==> src/rtl/mux_rr_arbiter_if.sv <==
`default_nettype none
// ---------------------------------------------------------------------------
// mux_rr_arbiter_if : request/data/handshake bundle for mux_rr_arbiter (rev 1.0)
// ---------------------------------------------------------------------------
interface mux_rr_arbiter_if #(
  parameter int WIDTH = 4
);
  logic [3:0]       req;
  logic [WIDTH-1:0] data0;
  logic [WIDTH-1:0] data1;
  logic [WIDTH-1:0] data2;
  logic [WIDTH-1:0] data3;
  logic             out_ready;
  logic [3:0]       ack;
  logic [1:0]       sel;
  logic [3:0]       grant;
  logic             out_valid;
  logic [WIDTH-1:0] out_data;

  modport master (
    output req, data0, data1, data2, data3, out_ready,
    input  ack, sel, grant, out_valid, out_data
  );

  modport slave (
    input  req, data0, data1, data2, data3, out_ready,
    output ack, sel, grant, out_valid, out_data
  );
endinterface
`default_nettype wire

==> src/rtl/mux_rr_arbiter.sv <==
`default_nettype none
// ---------------------------------------------------------------------------
// mux_rr_arbiter : round-robin 4:1 registered mux with valid/ready out (rev 1.0)
// ---------------------------------------------------------------------------
module mux_rr_arbiter #(
  parameter int WIDTH = 4
) (
  input  logic              clk,
  input  logic              rst,
  mux_rr_arbiter_if.slave   bus
);

  typedef enum logic [0:0] {
    IDLE = 1'b0,
    BUSY = 1'b1
  } state_t;

  state_t           r_state;
  logic [1:0]       r_ptr;
  logic [1:0]       r_sel;
  logic [3:0]       r_grant;
  logic [3:0]       r_ack;
  logic             r_out_valid;
  logic [WIDTH-1:0] r_out_data;

  logic             w_hs;
  logic [1:0]       w_base;
  logic [1:0]       w_cand;
  logic             w_found;
  logic [1:0]       w_win;
  logic             w_capture;
  logic [WIDTH-1:0] w_data;
  logic [3:0]       w_onehot;

  assign w_hs = r_out_valid & bus.out_ready;
  // The handshake cycle already arbitrates with the rotated priority.
  assign w_base    = w_hs ? (r_sel + 2'd1) : r_ptr;
  assign w_capture = w_found & ((r_state == IDLE) | w_hs);
  assign w_onehot  = 4'b0001 << w_win;

  // Scan from highest to lowest distance so the nearest request wins last.
  always_comb begin
    w_found = 1'b0;
    w_win   = 2'd0;
    w_cand  = 2'd0;
    for (int k = 3; k >= 0; k--) begin
      w_cand = w_base + 2'(k);
      if (bus.req[w_cand]) begin
        w_found = 1'b1;
        w_win   = w_cand;
      end
    end
  end

  always_comb begin
    w_data = bus.data0;
    case (w_win)
      2'd0:    w_data = bus.data0;
      2'd1:    w_data = bus.data1;
      2'd2:    w_data = bus.data2;
      default: w_data = bus.data3;
    endcase
  end

  always_ff @(posedge clk or posedge rst) begin
    if (rst) begin
      r_state     <= IDLE;
      r_ptr       <= 2'd0;
      r_sel       <= 2'd0;
      r_grant     <= 4'd0;
      r_ack       <= 4'd0;
      r_out_valid <= 1'b0;
      r_out_data  <= '0;
    end else begin
      r_ack <= 4'd0;
      if (w_hs) begin
        r_ptr <= w_base;
      end
      if (w_capture) begin
        r_out_data  <= w_data;
        r_sel       <= w_win;
        r_grant     <= w_onehot;
        r_ack       <= w_onehot;
        r_out_valid <= 1'b1;
        r_state     <= BUSY;
      end else if (w_hs) begin
        // Drained with nobody waiting: sel and out_data keep their last values.
        r_out_valid <= 1'b0;
        r_grant     <= 4'd0;
        r_state     <= IDLE;
      end
    end
  end

  assign bus.ack       = r_ack;
  assign bus.sel       = r_sel;
  assign bus.grant     = r_grant;
  assign bus.out_valid = r_out_valid;
  assign bus.out_data  = r_out_data;

endmodule
`default_nettype wire

==> src/flat_wrapper.sv <==
// flat-port wrapper written by rule: the top's interface ports become plain ports
module mux_rr_arbiter_flat 
#(
  parameter int WIDTH = 4
)
  (clk, rst, bus_req, bus_data0, bus_data1, bus_data2, bus_data3, bus_out_ready, bus_ack, bus_sel, bus_grant, bus_out_valid, bus_out_data);
  mux_rr_arbiter_if #(.WIDTH(WIDTH)) bus_i ();
  input  logic clk;
  input  logic rst;
  input wire logic [$bits(bus_i.req)-1:0] bus_req;
  input wire logic [$bits(bus_i.data0)-1:0] bus_data0;
  input wire logic [$bits(bus_i.data1)-1:0] bus_data1;
  input wire logic [$bits(bus_i.data2)-1:0] bus_data2;
  input wire logic [$bits(bus_i.data3)-1:0] bus_data3;
  input wire logic [$bits(bus_i.out_ready)-1:0] bus_out_ready;
  output wire logic [$bits(bus_i.ack)-1:0] bus_ack;
  output wire logic [$bits(bus_i.sel)-1:0] bus_sel;
  output wire logic [$bits(bus_i.grant)-1:0] bus_grant;
  output wire logic [$bits(bus_i.out_valid)-1:0] bus_out_valid;
  output wire logic [$bits(bus_i.out_data)-1:0] bus_out_data;
  assign bus_i.req = bus_req;
  assign bus_i.data0 = bus_data0;
  assign bus_i.data1 = bus_data1;
  assign bus_i.data2 = bus_data2;
  assign bus_i.data3 = bus_data3;
  assign bus_i.out_ready = bus_out_ready;
  assign bus_ack = bus_i.ack;
  assign bus_sel = bus_i.sel;
  assign bus_grant = bus_i.grant;
  assign bus_out_valid = bus_i.out_valid;
  assign bus_out_data = bus_i.out_data;
  mux_rr_arbiter #(.WIDTH(WIDTH)) u_core (.clk(clk), .rst(rst), .bus(bus_i));
endmodule
==> config.mk <==
export PLATFORM = sky130hd
export DESIGN_NAME = mux_rr_arbiter_flat
export DESIGN_NICKNAME = d
export VERILOG_FILES = /design/src/rtl/mux_rr_arbiter_if.sv /design/src/rtl/mux_rr_arbiter.sv /design/src/flat_wrapper.sv
export SDC_FILE = /design/constraint.sdc
export NUM_CORES = 1
export LEC_CHECK = 0
export BUFFER_PORTS_ARGS = -buffer_cell sky130_fd_sc_hd__buf_2
export CAP_MARGIN = 15
export CORE_MARGIN = 1.5
export CORE_UTILIZATION = 47
export CTS_CLUSTER_SIZE = 10
export DETAILED_ROUTE_END_ITERATION = 6
export GPL_TIMING_DRIVEN = 1
export PLACE_DENSITY = 0.81
export SYNTH_ARGS = -nofsm -noshare
export SYNTH_HDL_FRONTEND = slang
export SYNTH_SLANG_ARGS = --single-unit
==> constraint.sdc <==
create_clock -name clk -period 2.75 [get_ports clk]
set_clock_uncertainty 0.15 [all_clocks]
set_input_delay 0 -clock clk [delete_from_list [all_inputs] [get_ports clk]]
set_output_delay 0 -clock clk [all_outputs]
set_load 0.05 [all_outputs]
# After elaboration in Yosys (flattened, before gate mapping)
# Cells that the tools add are included.
# W data, S select, Z words.
# totals
elab_cells,46
out_inout_bits,15
ramBits,0
ff_bits,17
romBits,0
mem_count,0
latch_bits,0
inputBits,23
# classes
n_mul,0
n_eq_ne,2
div,0
order_cmp,4
shift,1
muxes,23
n_addsub,4
bitwise,4
reduce_logical,2
# ops
op,count
$lt A2 B3 Y1 const B,4
$mux W4,3
$pmux W4 S3,1
$mux W1,10
$mux W2,5
$bmux W1 S2,4
$add A2 B1 Y2 const B,2
$add A2 B2 Y2 const B,2
$shl A1 B2 Y4 const A,1
$and A1 B1 Y1,2
$eq A2 B1 Y1 const B,1
$eq A2 B2 Y1 const B,1
$logic_not A2 Y1,1
$reduce_bool A2 Y1,1
$not A1 Y1,1
$or A1 B1 Y1,1

# Depth between registers and ports, before layout
# Gate-level depths: netlist of run 1.
# logic_depth
ltp_word,11
depth_mapped,7
mapped_depth_nobuf,6

# Least setup slack after synthesis of run 1
# Ideal clock, no wire load.
# synth_timing
path_kind,reg-to-reg
start,"register u_core.r_sel[0], in the netlist u_core.bus.sel[0]"
end,"register u_core.r_out_data[0], in the netlist u_core.bus.out_data[0]"
required_ns,2.477
arrival_time_ns,2.215
period_less_slack_ns,2.488
setup_time_ns,0.123
n_path_buf,1
path_slack_ns,0.262
stages_incl_launch_ff,8
path_cell_list,dfrtp_1 buf_2 xnor2_1 a2111oi_2 a2111oi_4 nand2_4 mux2_4 o221a_1
# synth_between
elab_chain_cells,11
# synth_lines
element,line_no,text
start: declaration,mux_rr_arbiter.sv:20,logic [1:0] r_sel;
start signal: assignment,mux_rr_arbiter.sv:81,r_sel <= w_win;
$add A2 B1 Y2 *,mux_rr_arbiter.sv:37,assign w_base = w_hs ? (r_sel + 2'd1) : r_ptr;
$mux W2 *,mux_rr_arbiter.sv:37,
$add A2 B2 Y2,mux_rr_arbiter.sv:47,w_cand = w_base + 2'(k);
$bmux W1 S2,mux_rr_arbiter.sv:48,if (bus.req[w_cand]) begin
$mux W1 (implied by the code),mux_rr_arbiter.sv:48,
$mux W2 (4 in a row),mux_rr_arbiter.sv:48,
$eq A2 B2 Y1 (tied with other cells),mux_rr_arbiter.sv:57,case (w_win)
$pmux W4 S3,mux_rr_arbiter.sv:57,
end signal: assignment,mux_rr_arbiter.sv:80,r_out_data <= w_data;
end: declaration,mux_rr_arbiter.sv:24,logic [WIDTH-1:0] r_out_data;
# Every way passes the cells marked *; elsewhere a longest branch is shown, timed or not. The select of a mux whose other input is x is not followed.
# A chain may end at the register's enable or synchronous reset.

# Final worst setup path of run 1
# layout_timing
start,"register u_core.r_out_valid, in the netlist u_core.bus.out_valid"
end,"register u_core.r_out_data[2], in the netlist u_core.bus.out_data[2]"
# layout_between
elab_chain_cells,11
# layout_lines
element,line_no,text
start: declaration,mux_rr_arbiter.sv:23,logic r_out_valid;
start signal: assignment,mux_rr_arbiter.sv:72,r_out_valid <= 1'b0;
start signal: assignment,mux_rr_arbiter.sv:84,r_out_valid <= 1'b1;
start signal: assignment,mux_rr_arbiter.sv:88,r_out_valid <= 1'b0;
$and A1 B1 Y1,mux_rr_arbiter.sv:35,assign w_hs = r_out_valid & bus.out_ready;
$mux W2,mux_rr_arbiter.sv:37,
$add A2 B2 Y2,mux_rr_arbiter.sv:47,
$bmux W1 S2,mux_rr_arbiter.sv:48,
$mux W1 (implied by the code),mux_rr_arbiter.sv:48,
$mux W2 (4 in a row),mux_rr_arbiter.sv:48,
$eq A2 B2 Y1 (tied with other cells),mux_rr_arbiter.sv:57,
$pmux W4 S3,mux_rr_arbiter.sv:57,
# Parallel ways exist; a longest one is shown, timed or not. The select of a mux whose other input is x is not followed.

==> impl_metrics.yaml, run 1 <==
logic_synthesis:
  synth.distinct_cells: 35
  synth.avg_cell_area_um2: 10.58
  synth.ff_latch_count: 17
  ys_seq_area_frac: 0.4468
  synthesis.area_um2: 952.2
  yosysWarnings: 0
  synth_nets: 113
  syn_inst: 90
finish:
  diodes: 0
  drive_above_1_share: 0.3586
  fillers: 154
  final_nets: 169
  seq_area_um2: 425.4
  area_delta_synth_final_pct: 41.66
  final_cell_mix: "buf_2, dfrtp_1, dlygate4sd3_1"
  final_common_cell: "buf_2"
  multi_input_area_um2: 501.7
sta:
  rsz0062_at_grt: "false"
  max_freq_mhz: 424.1
  maxSlewViolCount: 0
  setup_viol: 0
  worstMarginPinSlew_ns: 0.6702
  max-slew-margin-rel: 0.5527
  fin_crit_ns: 2.358
  post-route-period-util: 0.8575
  worst_slack_ns: 0.3918
  fin_tns_setup_ns: 0
  hold_viol_final: 0
drt:
  avgViaCountPerCell: 5.390
  drc: 0
  ant_nets: 0
  drt_first_pass_iters: 4
  routed_wl_mm: 2.414
  num_vias: 927
  wl_per_cell_um: 14.03
  drt_iter0_markers: 22
grt:
  grt-busiest-layer: "met2"
  met1_usage: 0.2918
  grt_pass1_vias: 840
  grt_pass1_wl_mm: 3.601
  grtUsageMet2: 0.3840
  grt_util_met3: 0.05660
  grt_usage: 0.2295
  gr-total-overflow: 0
  antenna_found_initial: 0
  grt_max_degree: 18
clock_network:
  cts_max_path_buffers: 2
  post_cts_resized: 0
  h-tree-depth: 1
  worstSkewPairLatency_ns: 0.30
  cts_buffers: 3
  clk_pin_slew_ns: 0.11
  clk_root_buffer_cell: "clkbuf_4"
  cts_tree: "yes"
  cts_num_sinks: 17
run_status:
  status: "finished clean"
worst_setup_path:
  startpoint_type: "flop"
  required_ns: 2.79
  crit_type: "reg2reg"
  cp_max_fo: 12
  cp-end-kind: "flop"
  arrival_ns: 2.40
floorplanning:
  start_util: 0.4903
  die-height_um: 48.01
  num_io_pins: 38
  rows: 16
  die_w_um: 48.01
  fp.dieArea_um2: 2305
  placeableCoreArea_um2: 1942
place:
  dp_slack_ns: 0.4206
  portBuffers: 37
  place_congestion: 0.8832
  dpl.hpwl_mm: 1.659
power_and_ir_drop:
  power_w: 0.001015
  irDropWorstVdd_uv: 522.9
  powerDensity_nw_per_um2: 752.5
  p_leak_nw: 0.6554
min_path:
  hp-class: "in2reg"
job:
  cap_violations: 0
==> stage by stage <==
stage	instances	util	hold slack, ns	cell area [um2]
floorplan	90	-	-0.2239	952.2
global placement	153	0.6018	-0.04474	1169
detailed placement	153	0.6018	-0.02960	1169
CTS	172	0.6946	0.03475	1349
global route	172	0.6946	0.06026	1349
finish	172	0.6946	0.03089	1349
==> worst max-delay path, cell delays in order (launching register included) <==
cell	delay (ns)
dfrtp_1	0.53
and2_4	0.24
o21ai_2	0.09
a2111oi_4	0.54
nand2_4	0.16
mux2_4	0.32
o221a_1	0.21
==> Yosys cell counts <==
master,instances,area share
nor2b_1,1,0.0066
dfrtp_1,17,0.45
a21oi_1,10,0.053
a21boi_0,1,0.0079
o221a_1,4,0.047
a211o_1,2,0.018
nor3b_1,1,0.0079
inv_1,2,0.0079
nor2_1,5,0.020
buf_4,1,0.0079
and2b_1,1,0.0079
nand2b_1,1,0.0066
and2_1,2,0.013
o21ai_0,6,0.032
nand2_4,1,0.012
a2111oi_2,1,0.016
nand2_1,5,0.020
xor2_1,1,0.0092
o21ai_2,1,0.0092
nand4b_1,1,0.0092
a211oi_1,1,0.0079
nor4_1,1,0.0066
nand4_1,1,0.0066
a2111o_1,1,0.012
and2_4,1,0.0092
a2111oi_4,1,0.029
or2b_1,1,0.0079
o21ai_1,1,0.0053
a221oi_1,1,0.0092
buf_2,2,0.011
o221ai_1,1,0.0092
a21o_1,4,0.032
mux2_4,4,0.063
xnor2_1,1,0.0092
nor3_1,5,0.026
==> logic make-up (layout without fill, tap and decap cells) <==
logic type,count (synthesis),after routing,share of synthesized area
AND/OR/NAND/NOR,27,27,0.1590
XOR/XNOR,2,2,0.01840
flip-flops,17,17,0.4468
multiplexers,4,4,0.06308
AO/OA/AOI/OAI,35,35,0.2865
buffers and inverters,5,60,0.02629
==> metal layers <==
layer  vias up  wire [um]
li1        453          -
met1       435       1038
met2        37       1230
met3         2        129
met4         0         15
met5         -          0
==> state kept, by name, summed over array words and instances (netlist names) <==
register / count
u_core.bus.sel: 2
u_core.bus.out_valid: 1
u_core.bus.grant: 4
u_core.r_ptr: 2
u_core.bus.ack: 4
u_core.bus.out_data: 4
==> final timing paths <==
| check | startpoint | end | slack, ns | depth (start not counted) |
|---|---|---|---|---|
| setup / recovery | u_core.bus.out_valid$_DFFE_PP0P_ | u_core.bus.out_data[2]$_DFFE_PP0P_ | 0.39 | 6 |
| hold / removal | bus_data2[1] | u_core.bus.out_data[1]$_DFFE_PP0P_ | 0.03 | 4 |
| setup reg to reg | u_core.bus.out_valid$_DFFE_PP0P_ | u_core.bus.out_data[2]$_DFFE_PP0P_ | 0.39 | 6 |
| hold reg to reg | u_core.bus.grant[2]$_DFFE_PP0P_ | u_core.bus.grant[2]$_DFFE_PP0P_ | 0.34 | 1 |
| max in group asynchronous | rst | u_core.bus.grant[0]$_DFFE_PP0P_ | 1.83 | 3 |
| min in group asynchronous | rst | u_core.bus.out_data[0]$_DFFE_PP0P_ | 0.19 | 3 |
==> area by class of cell <==
type,count,area share
multi-input cells,68,0.3720
flip-flops and latches,17,0.3154
well taps,27,0.02505
inverters,2,0.005566
clock buffers,3,0.01670
clock inverters,1,0.005566
repair buffers,54,0.2597
==> where the power goes <==
group | internal [W] | leakage [nW] | switching, W
clock network | 0.0000554 | 0.0139 | 0.0000864
logic | 0.000176 | 0.436 | 0.000338
registers | 0.000310 | 0.205 | 0.0000491
==> what timing repair did <==
action	CTS	global route
setup buffers	0	0
hold buffers	15	0
endpoints found under the hold margin	23	0
No activity file was read; power rests on OpenSTA's default activity.
==> run 2: changes to the inputs <==
Clock period 2.75 ns to 2.61 ns, I/O delays scaled along.
==> run 2 against run 1 <==
Against the previous run:
- combinational power up 5.4%
- critical path depth is the same
- global-route usage shrank 1.3 points
- utilization is 0.52 points higher
- sequential power rose by 5.6%
- final cell count grew 0.58%
- highest routed layer unchanged
- worst setup slack worse by 0.19 ns
- total power grew 5.3%
- sequential cell count is the same
- largest cell class unchanged
==> impl_metrics.yaml, run 2 (synthesis results as in run 1) <==
run_status:
  status: "finished clean"
floorplanning:
  rows: 16
  num_io_pins: 38
  fp.dieArea_um2: 2305
  placeableCoreArea_um2: 1942
  start_util: 0.4903
  die-height_um: 48.01
  die_w_um: 48.01
grt:
  grt_max_degree: 18
  grt_usage: 0.2166
  antenna_found_initial: 0
  grt_pass1_vias: 827
  gr-total-overflow: 0
  grt_pass1_wl_mm: 3.463
clock_network:
  worstSkewPairLatency_ns: 0.29
  cts_tree: "yes"
  post_cts_resized: 0
  h-tree-depth: 1
  cts_num_sinks: 17
  clk_root_buffer_cell: "clkbuf_4"
  clk_pin_slew_ns: 0.11
  cts_buffers: 3
  cts_max_path_buffers: 2
sta:
  rsz0062_at_grt: "false"
  worstMarginPinSlew_ns: 0.6493
  fin_crit_ns: 2.412
  max_freq_mhz: 414.7
  fin_tns_setup_ns: 0
  worst_slack_ns: 0.1985
  maxSlewViolCount: 0
  setup_viol: 0
  post-route-period-util: 0.9239
  hold_viol_final: 0
  max-slew-margin-rel: 0.5667
drt:
  drt_iter0_markers: 14
  ant_nets: 0
  routed_wl_mm: 2.377
  drt_first_pass_iters: 4
  wl_per_cell_um: 13.74
  num_vias: 937
  avgViaCountPerCell: 5.416
  drc: 0
finish:
  area_delta_synth_final_pct: 42.71
  final_cell_mix: "buf_2, dfrtp_1, dlygate4sd3_1"
  diodes: 0
  final_area_um2: 1359
  final_common_cell: "buf_2"
  final_nets: 170
  drive_above_1_share: 0.3562
  fillers: 146
worst_setup_path:
  crit_type: "reg2reg"
  cp_max_fo: 12
  path_cells: "and2_4, o21ai_2, a2111oi_4, nand2_4, mux2_4, o221a_1"
  path_buf_inv: 0
  startpoint_type: "flop"
  arrival_ns: 2.45
  rr_startpoint: "u_core.bus.out_valid$_DFFE_PP0P_"
  crit_family: "compound AO/OA/AOI/OAI gates"
  reg2reg_to: "u_core.bus.out_data[1]$_DFFE_PP0P_"
  r2r_cells: 6
  slowest_stage: "a2111oi_4"
  required_ns: 2.65
  r2r_slack_ns: 0.20
  cp-end-kind: "flop"
  max_stage_delay_ns: 0.57
place:
  dp_slack_ns: 0.2480
  portBuffers: 37
  place_congestion: 0.8824
  dpl-instance-area_um2: 1169
  dpl.hpwl_mm: 1.635
min_path:
  hold_path_end: "u_core.bus.out_data[1]$_DFFE_PP0P_"
  hp-class: "in2reg"
  hold_depth: 4
  min-delay-start: "bus_data2[1]"
power_and_ir_drop:
  irDropWorstVdd_uv: 697.4
  p_leak_nw: 0.6596
  powerDensity_nw_per_um2: 786.3
  power_w: 0.001068
job:
  cap_violations: 0
[run 2: cell types whose count changed in the layout (fill, tap and decap cells not counted)]
cell / previous run / this run
dlygate4sd3_1: 15 / 16
[run 2: through the flow]
stage | util | hold slack, ns | std cells
floorplan | - | -0.2239 | 90
global placement | 0.6018 | -0.04558 | 153
detailed placement | 0.6018 | -0.03607 | 153
CTS | 0.6997 | 0.02997 | 173
global route | 0.6997 | 0.04929 | 173
finish | 0.6997 | 0.04328 | 173
[run 2: what timing repair did]
item | CTS | global route
setup buffers | 0 | 0
hold buffers | 16 | 0
endpoints found under the hold margin | 23 | 0
[run 2: worst max-delay path by stage]
stage / startpoint / to / slack (ns) / cells past startpoint
floorplan: u_core.bus.sel[0]$_DFFE_PP0P_ / u_core.bus.out_data[0]$_DFFE_PP0P_ / 0.12 / 7
global placement: u_core.bus.out_valid$_DFFE_PP0P_ / u_core.bus.out_data[1]$_DFFE_PP0P_ / 0.35 / 6
detailed placement: u_core.bus.out_valid$_DFFE_PP0P_ / u_core.bus.out_data[1]$_DFFE_PP0P_ / 0.25 / 6
CTS: u_core.bus.out_valid$_DFFE_PP0P_ / u_core.bus.out_data[1]$_DFFE_PP0P_ / 0.24 / 6
global route: u_core.bus.out_valid$_DFFE_PP0P_ / u_core.bus.out_data[3]$_DFFE_PP0P_ / 0.11 / 6
finish: u_core.bus.out_valid$_DFFE_PP0P_ / u_core.bus.out_data[1]$_DFFE_PP0P_ / 0.20 / 6
[run 2: final cells by class]
class	instances	area [um2]	share of cell area
multi-input cells	68	501.7	0.3692
flip-flops and latches	17	425.4	0.3131
repair buffers	55	360.3	0.2652
well taps	27	33.78	0.02486
clock buffers	3	22.52	0.01657
clock inverters	1	7.507	0.005525
inverters	2	7.507	0.005525
[run 2: metal layers]
layer  track usage  wire length, um  vias up
li1              -                -      452
met1        0.2766             1039      439
met2        0.3653             1186       39
met3       0.05660              115        7
met4       0.05405               35        0
met5             0                0        -
[run 2: report_power, final]
| part | internal, W | leakage [nW] | total [W] | switching, W |
|---|---|---|---|---|
| clock | 0.0000582 | 0.0139 | 0.000148 | 0.0000896 |
| sequential | 0.000327 | 0.205 | 0.000379 | 0.0000516 |
| combinational | 0.000186 | 0.441 | 0.000542 | 0.000356 |
[run 2: worst register-to-register path, delay by kind of cell, from the launching register on]
kind | cells | cell delay [ns]
and+or+nand+nor | 2 | 0.41
AOI/OAI and AO/OA | 3 | 0.87
DFF | 1 | 0.54
muxes | 1 | 0.33
